**src/rtl/pipe_pkg.sv**
```systemverilog
`default_nettype none
// ============================================================================
// Module      : pipe_pkg
// Description : Shared types and constants for the pipeline MEM stage.
// Revision    : 1.0 - initial release
// ============================================================================
package pipe_pkg;

  localparam int WORD_W      = 32;
  localparam int REG_IDX_W   = 5;
  localparam int DEF_TIMEOUT = 16;

  // MEM-stage access sequencer states
  typedef enum logic [1:0] {
    IDLE = 2'd0,
    WAIT = 2'd1,
    DONE = 2'd2
  } mem_state_e;

endpackage : pipe_pkg
`default_nettype wire

```
**src/rtl/mem_timeout_ctr.sv**
```systemverilog
`default_nettype none
// ============================================================================
// Module      : mem_timeout_ctr
// Description : Bus-wait counter. load clears it, en advances it, tc_o flags
//               that the last permitted wait cycle has been reached.
// Revision    : 1.0 - initial release
// ============================================================================
module mem_timeout_ctr #(
  parameter int TERM  = 16,
  parameter int CNT_W = 8
) (
  input  logic clk,
  input  logic rst_n,
  input  logic load_i,
  input  logic en_i,
  output logic tc_o
);

  logic [CNT_W-1:0] cnt_q;
  logic [CNT_W-1:0] cnt_d;

  // Next count: load has priority so a fresh access always starts at zero
  always_comb begin
    cnt_d = cnt_q;
    if (load_i) begin
      cnt_d = '0;
    end else if (en_i) begin
      cnt_d = cnt_q + CNT_W'(1);
    end
  end

  // Count register
  always_ff @(posedge clk or negedge rst_n) begin
    if (!rst_n) begin
      cnt_q <= '0;
    end else begin
      cnt_q <= cnt_d;
    end
  end

  assign tc_o = (cnt_q == CNT_W'(TERM - 1));

endmodule : mem_timeout_ctr
`default_nettype wire

```
**src/rtl/mem_access_stage.sv**
```systemverilog
`default_nettype none
// ============================================================================
// Module      : mem_access_stage
// Description : Pipeline MEM stage. Issues word loads/stores on a req/ack
//               bus, stalls upstream while an access is outstanding and
//               hands a bubble or the completed result to MEM/WB. Flags
//               misaligned accesses and bus timeouts.
// Revision    : 1.0 - initial release
// ============================================================================
module mem_access_stage
  import pipe_pkg::*;
#(
  parameter int TIMEOUT = DEF_TIMEOUT,
  parameter int CNT_W   = 8
) (
  input  logic                 clk,
  input  logic                 rst_n,
  input  logic                 MemRead,
  input  logic                 MemWrite,
  input  logic                 RegWrite,
  input  logic                 MemToReg,
  input  logic [WORD_W-1:0]    ALUresult,
  input  logic [WORD_W-1:0]    WriteData,
  input  logic [REG_IDX_W-1:0] intr2011,
  output logic                 RegWriteOut,
  output logic                 MemToRegOut,
  output logic [WORD_W-1:0]    ReadData,
  output logic [WORD_W-1:0]    ALUresultOut,
  output logic [REG_IDX_W-1:0] intr2011Out,
  output logic                 stall,
  output logic                 mem_req,
  output logic                 mem_we,
  output logic [WORD_W-1:0]    mem_addr,
  output logic [WORD_W-1:0]    mem_wdata,
  input  logic [WORD_W-1:0]    mem_rdata,
  input  logic                 mem_ack,
  output logic                 align_err,
  output logic                 bus_err
);

  mem_state_e         state_q;
  mem_state_e         state_d;

  logic               req_q;
  logic               we_q;
  logic [WORD_W-1:0]  addr_q;
  logic [WORD_W-1:0]  wdata_q;
  logic [WORD_W-1:0]  rdata_q;
  logic               align_err_q;
  logic               bus_err_q;

  logic               w_access;
  logic               w_mis;
  logic               w_ctr_load;
  logic               w_ctr_en;
  logic               w_ctr_tc;
  logic               w_start;
  logic               w_timeout;

  assign w_access  = MemRead | MemWrite;
  assign w_mis     = w_access & (ALUresult[1:0] != 2'b00);
  assign w_start   = (state_q == IDLE) & w_access & ~w_mis;
  assign w_timeout = (state_q == WAIT) & ~mem_ack & w_ctr_tc;

  mem_timeout_ctr #(
    .TERM  (TIMEOUT),
    .CNT_W (CNT_W)
  ) u_timeout_ctr (
    .clk    (clk),
    .rst_n  (rst_n),
    .load_i (w_ctr_load),
    .en_i   (w_ctr_en),
    .tc_o   (w_ctr_tc)
  );

  // State register
  always_ff @(posedge clk or negedge rst_n) begin
    if (!rst_n) begin
      state_q <= IDLE;
    end else begin
      state_q <= state_d;
    end
  end

  // Next state, stall and MEM/WB control; a bubble is RegWriteOut = 0
  always_comb begin
    state_d     = state_q;
    stall       = 1'b0;
    RegWriteOut = RegWrite;
    ReadData    = '0;
    w_ctr_load  = 1'b0;
    w_ctr_en    = 1'b0;
    unique case (state_q)
      IDLE: begin
        if (w_access) begin
          RegWriteOut = 1'b0;
          if (!w_mis) begin
            stall      = 1'b1;
            w_ctr_load = 1'b1;
            state_d    = WAIT;
          end
        end
      end
      WAIT: begin
        stall       = 1'b1;
        RegWriteOut = 1'b0;
        if (mem_ack || w_ctr_tc) begin
          state_d = DONE;
        end else begin
          w_ctr_en = 1'b1;
        end
      end
      DONE: begin
        // bus_err_q is high exactly in the DONE cycle that follows a timeout
        RegWriteOut = RegWrite & ~bus_err_q;
        ReadData    = rdata_q;
        state_d     = IDLE;
      end
      default: begin
        state_d = IDLE;
      end
    endcase
  end

  // Bus request, captured read data and one-cycle error pulses
  always_ff @(posedge clk or negedge rst_n) begin
    if (!rst_n) begin
      req_q       <= 1'b0;
      we_q        <= 1'b0;
      addr_q      <= '0;
      wdata_q     <= '0;
      rdata_q     <= '0;
      align_err_q <= 1'b0;
      bus_err_q   <= 1'b0;
    end else begin
      align_err_q <= (state_q == IDLE) & w_mis;
      bus_err_q   <= w_timeout;
      if (w_start) begin
        // MemRead & MemWrite together behave as a store
        req_q   <= 1'b1;
        we_q    <= MemWrite;
        addr_q  <= {ALUresult[WORD_W-1:2], 2'b00};
        wdata_q <= WriteData;
        rdata_q <= '0;
      end else if (state_q == WAIT) begin
        if (mem_ack) begin
          req_q <= 1'b0;
          if (!we_q) begin
            rdata_q <= mem_rdata;
          end
        end else if (w_ctr_tc) begin
          req_q   <= 1'b0;
          rdata_q <= '0;
        end
      end
    end
  end

  assign mem_req      = req_q;
  assign mem_we       = we_q;
  assign mem_addr     = addr_q;
  assign mem_wdata    = wdata_q;
  assign align_err    = align_err_q;
  assign bus_err      = bus_err_q;
  assign MemToRegOut  = MemToReg;
  assign ALUresultOut = ALUresult;
  assign intr2011Out  = intr2011;

endmodule : mem_access_stage
`default_nettype wire

```
**config.mk**
```make
export PLATFORM = sky130hd
export DESIGN_NAME = mem_access_stage
export DESIGN_NICKNAME = d
export VERILOG_FILES = /design/src/rtl/pipe_pkg.sv /design/src/rtl/mem_timeout_ctr.sv /design/src/rtl/mem_access_stage.sv
export SDC_FILE = /design/constraint.sdc
export NUM_CORES = 1
export LEC_CHECK = 0
export CORE_ASPECT_RATIO = 1.1
export CORE_UTILIZATION = 35
export CTS_CLUSTER_SIZE = 40
export DETAILED_ROUTE_END_ITERATION = 7
export PLACE_DENSITY = 0.71
export SETUP_SLACK_MARGIN = 0.05
export SLEW_MARGIN = 15
export SYNTH_ARGS = -nofsm -noshare
export SYNTH_HDL_FRONTEND = slang
export SYNTH_SLANG_ARGS = --single-unit
```
**constraint.sdc**
```tcl
create_clock -name clk -period 6.35 [get_ports clk]
set_input_delay 1.905 -clock clk [delete_from_list [all_inputs] [get_ports clk]]
set_output_delay 1.905 -clock clk [all_outputs]
set_load 0.05 [all_outputs]
```
Yosys cells after proc, flatten, opt, wreduce, memory -nomap -nowiden
Index checks and enable logic that the tools add are counted.
Widths: inputs -> output; s select.
- muxes and demuxes: 24
- reduce and logical (&&, ||, !) cells: 9
- equality and inequality tests: 7
- $add $sub $neg: 1
- bitwise operators: 11
- operator list (operator ; number):
    $mux 32 ; 6
    $mux 8 ; 2
    $mux 1 ; 10
    $add 8x1->8 const B ; 1
    $eq 8x4->1 const B ; 1
    $and 1x1->1 ; 7
    $mux 2 ; 3
    $ne 2x2->1 const B ; 3
    $reduce_and 3->1 ; 2
    $reduce_bool 2->1 ; 3
    $pmux 2 s2 ; 1
    $ne 3x2->1 const B ; 1
    $not 1->1 ; 3
    $pmux 1 s3 ; 1
    $reduce_bool 3->1 ; 1
    $eq 2x1->1 const B ; 1
    $eq 2x2->1 const B ; 1
    $logic_not 2->1 ; 1
    $pmux 1 s2 ; 1
    $reduce_and 2->1 ; 1
    $logic_or 1x1->1 ; 1
    $or 1x1->1 ; 1
- logic and storage cells: 61
- bits of input ports: 108
- output and inout bits: 140
- flip-flop bits (word level): 108

Depth between registers and ports, before layout
Gate-level depths: netlist of the first run.
- depth after elaboration: 6
- depth in mapped cells: 6
- depth with buffers taken out: 4

By module
A second synthesis of the first run with hierarchy kept.
- cells, all modules: 422
- area, all modules: 5082.4 um^2
- by module, submodules not included (module ; seq. area each (um^2) ; area an instance (um^2) ; times used ; cells an instance):
    mem_access_stage ; 2502.4 ; 4688.2 ; 1 ; 383
    mem_timeout_ctr ; 200.2 ; 394.1 ; 1 ; 39

Worst setup path before layout of the first run
OpenSTA, ideal clock, no wires.
- path kind: input -> output
- from: input port ALUresult[1]
- to: output port stall
- arrival: 3051 ps
- setup slack: 1394 ps
- path buffers: 1
- required time: 4445 ps
- stages: 4
- cells stage by stage: or2_1 > buf_2 > or3_1 > nand2_1
- longest elaborated chain between the ends: 5
- RTL lines (what ; RTL line ; RTL):
    start, declared ; mem_access_stage.sv:22 ; input logic [WORD_W-1:0] ALUresult,
    $reduce_bool 2->1 ; mem_access_stage.sv:61 ; assign w_mis = w_access & (ALUresult[1:0] != 2'b00);
    $and 1x1->1 ; mem_access_stage.sv:61 ;
    $mux 1 ; mem_access_stage.sv:97 ; if (!w_mis) begin
    $mux 1 ; mem_access_stage.sv:95 ; if (w_access) begin
    $pmux 1 s2 ; mem_access_stage.sv:93 ; unique case (state_q)
    end, declared ; mem_access_stage.sv:30 ; output logic stall,
No other way between the ends.

Final worst setup path of the first run
- from: input port MemWrite
- to: output port RegWriteOut
- longest elaborated chain between the ends: 3
- RTL lines (what ; RTL line ; RTL):
    start, declared ; mem_access_stage.sv:19 ; input logic MemWrite,
    $or 1x1->1 ; mem_access_stage.sv:60 ; assign w_access = MemRead | MemWrite;
    $mux 1 ; mem_access_stage.sv:95 ;
    $pmux 1 s3 ; mem_access_stage.sv:93 ;
    end, declared ; mem_access_stage.sv:25 ; output logic RegWriteOut,
No other way between the ends.

==> results.toml, run 1 <==
[status]
status = "finished, final reports clean"

[route]
drc = 0
via_per_inst = 4.76
wl_per_cell_microns = 15.2
ant_nets = 0
routed_wl_mm = 12.2
dr.first_iter.drc_count = 283
dr.pass1.iters = 6
vias = 3816

[setup_path]
path_cells = "clkdlybuf4s50_1 > nor3_1 > o211a_1 > clkdlybuf4s50_1"
r2r_start = "state_q[1]"
max_stage_delay_ps = 790
slowest_stage = "clkdlybuf4s50_1"
worst-setup-path-type = "in2out"
crit_start = "MemWrite"
start_kind = "input port"
crit_buf_inv = 2
path_max_fanout = 3
cp.required_ps = 4450
path_common_cell = "clkdlybuf4s50_1"
cp_top_family = "buffers and inverters"
endpoint_kind = "output pin"
cp_data_arrival_time_ps = 3590

[min_path]
hp-class = "reg2reg"
hold_start = "mem_wdata[22]"

[pwr]
vdd_drop_max_mv = 0.250
internal_power_uw = 1530
power_uw = 2560
seqPwrFrac_pct = 37.2
pwr-share-clk_pct = 20.5
p_leak_uw = 0.00304
p_per_area_nw_per_um2 = 344
combPwrFrac_pct = 42.3
p_switching_uw = 1020
netSwitchingFraction_pct = 40.1

[logic_synthesis]
syn_avg_cell_area_sq_um = 11.7
synth_cell_type_count = 42
synth_area_leader_cell = "dfrtp_1"
synth_area_leaders = "dfrtp_1 54%, mux2_2 14%, buf_4 6.3%, o31ai_1 5.9%, nand2_1 5.2%"
syn-cell-area_sq_um = 4980
synth-edff-count = 0
ys.flop_type = "dfrtp_1"
synth_common_cells = "108 x dfrtp_1, 69 x nand2_1, 63 x mux2_2, 42 x buf_4, 39 x o31ai_1"
synthCells = 426
yosysMostFrequentCell = "dfrtp_1"
async_flop_share_pct = 100
yosys_register_bits = 108
yosysSeqAreaShare_pct = 54.3
synthDominantCellAreaShare_pct = 54.3
ys_warn_count = 0

[floorplanning]
fp.dieH_microns = 127
die_area_sq_um = 14700
initial_utilization_pct = 36.0
placementRows = 45
die_x_microns = 116
fp.coreArea_sq_um = 13900
boundaryPins = 248

[global_route]
antenna_found_initial = 0
grt-ovfl-total = 0
grt_max_degree = 57
grt_pass1_wl_mm = 19.3
grt_util_all_layers_pct = 16.8
grt_pass1_vias = 4001

[sta]
timing.final.crit_period_ps = 5490
rsz0062_at_grt = "false"
hold_viol = 0
fin_skew_ps = 8.65
finalCritPeriodShare_pct = 86.5
drv_slew = 0
worst_pin_slew_ps = 1090
max_freq_ghz = 0.182
slew_headroom_pct = 27.6
worst_slack_ps = 860
setup_violations = 0
setup_tns_ps = 0

[clocking]
clk_latency_ps = 340
cts_setup_buffers = 0
cts_root_buffer = "clkbuf_16"
clockBufferDepth = 2
htreeDepth = 3
tritoncts = "built"
postCtsHoldBufs = 0
cts_sinks = 108
cts-resized-gates = 0
cts_buffers = 9
cts.clk_slew.worst_paths_ps = 70

[finish]
diodes = 0
nets = 717
final_area_sq_um = 7430
drive_gt1_share_pct = 14.8
syn2layout_area_growth_pct = 49.2
final_util_pct = 53.6

[placement]
dpl.hpwl_mm = 8.84
routabilityCongestion = 0.849
port_buffers = 233
post-place-ws_ps = 825
place_area_sq_um = 7140

[flow_run]
cap_violations = 0
## power groups by stage
stage | clock [uW] | combinational (uW) | sequential, uW
2_1_floorplan | 0 | 299 | 1360
3_3_place_gp | 0 | 1080 | 954
3_5_place_dp | 0 | 1090 | 963
4_1_cts | 545 | 1090 | 953
5_1_grt | 571 | 1130 | 977
6_report | 524 | 1080 | 951
## registers in the layout, summed over array words and instances, names as in the netlist
| register | cells |
|---|---|
| mem_wdata | 32 |
| rdata_q | 32 |
| mem_addr | 30 |
| u_timeout_ctr.cnt_q | 8 |
| state_q | 2 |
| align_err | 1 |
| bus_err | 1 |
| mem_req | 1 |
| mem_we | 1 |
## per-stage QoR
stage	hold WS [ps]	instances
after floorplan	494	427
after CTS	511	800
after global placement	489	784
after global routing	524	801
final	508	801
after detailed placement	494	784
## cells in the final DEF, fill, tap and decap left out, types with 2 or more instances in the layout
cell type        instances
clkdlybuf4s50_1        231
dfrtp_1                108
nand2_1                 69
mux2_2                  63
o31ai_1                 39
and2_1                  32
clkbuf_16                9
buf_4                    6
mux2i_1                  5
inv_1                    4
clkinv_4                 3
nor2_1                   2
or2_1                    2
nor3b_1                  2
nand3_1                  2
nor3_4                   2
nand4_1                  2
o211ai_1                 2
conb_1                   2
clkinvlp_4               2
## worst paths after layout
check / to / depth (start not counted) / slack [ps]
max in group asynchronous: rdata_q[11] / 2 / 3550
setup / recovery: RegWriteOut / 4 / 860
hold / removal: mem_wdata[22] / 1 / 510
hold reg to reg: mem_wdata[22] / 1 / 510
min in group asynchronous: rdata_q[20] / 1 / 1600
setup reg to reg: mem_addr[24] / 4 / 4200
## routing by layer
metal / track usage [%] / vias to the layer above / part of all wire (%)
li1: - / 1789 / -
met1: 19.9 / 1840 / 42
met2: 28.2 / 176 / 47
met3: 5.69 / 11 / 9.6
met4: 5.96 / 0 / 1.4
met5: 0 / - / 0
## kinds of logic (layout without fill, tap and decap cells)
| kind of cell | after synthesis | in the layout | synth area share (%) |
|---|---|---|---|
| AOI/OAI and AO/OA | 50 | 50 | 7.56 |
| adders and majority gates | 1 | 1 | 0.251 |
| buffers and inverters | 72 | 258 | 9.42 |
| DFF | 108 | 108 | 54.3 |
| muxes | 68 | 68 | 15.3 |
| other | 1 | 2 | 0.0753 |
| and+or+nand+nor | 126 | 126 | 13.2 |
## cell type report
class / count / area, sq um
Fill cell: 1252 / 6420
Sequential cell: 108 / 2700
Timing Repair Buffer: 238 / 2370
Multi-Input combinational cell: 247 / 1830
Tap cell: 188 / 235
Clock buffer: 10 / 229
Clock inverter: 6 / 50.0
Inverter: 4 / 15.0
No activity file was read; power rests on OpenSTA's default activity.
==> run 2, diff against run 1 <==
==> constraint.sdc (replaced) <==
create_clock -name clk -period 6.3 [get_ports clk]
set_input_delay 1.89 -clock clk [delete_from_list [all_inputs] [get_ports clk]]
set_output_delay 1.89 -clock clk [all_outputs]
set_load 0.05 [all_outputs]
==> results of run 2 <==
The final DEF is identical to that of run 1. Status: finished, final reports clean.
Main changes from that run: setup slack after placement 825 ps -> 805 ps; setup slack after layout 860 ps -> 840 ps; register-to-register setup slack 4200 ps -> 4150 ps; total power 2560 uW -> 2580 uW; worst IR drop on VDD 0.250 mV -> 0.252 mV
==> run 3, diff against run 2 <==
--- a/config.mk
+++ b/config.mk
@@ -5,6 +5,8 @@
 export SDC_FILE = /design/constraint.sdc
 export NUM_CORES = 1
 export LEC_CHECK = 0
+export ABC_AREA = 0
+export ABC_CLOCK_PERIOD_IN_PS = 6300
 export CORE_ASPECT_RATIO = 1.1
 export CORE_UTILIZATION = 35
 export CTS_CLUSTER_SIZE = 40
==> results of run 3 <==
The final DEF is identical to that of run 1. Status: finished, final reports clean.
Main changes from that run: setup slack after placement 825 ps -> 805 ps; setup slack after layout 860 ps -> 840 ps; register-to-register setup slack 4200 ps -> 4150 ps; total power 2560 uW -> 2580 uW; worst IR drop on VDD 0.250 mV -> 0.252 mV
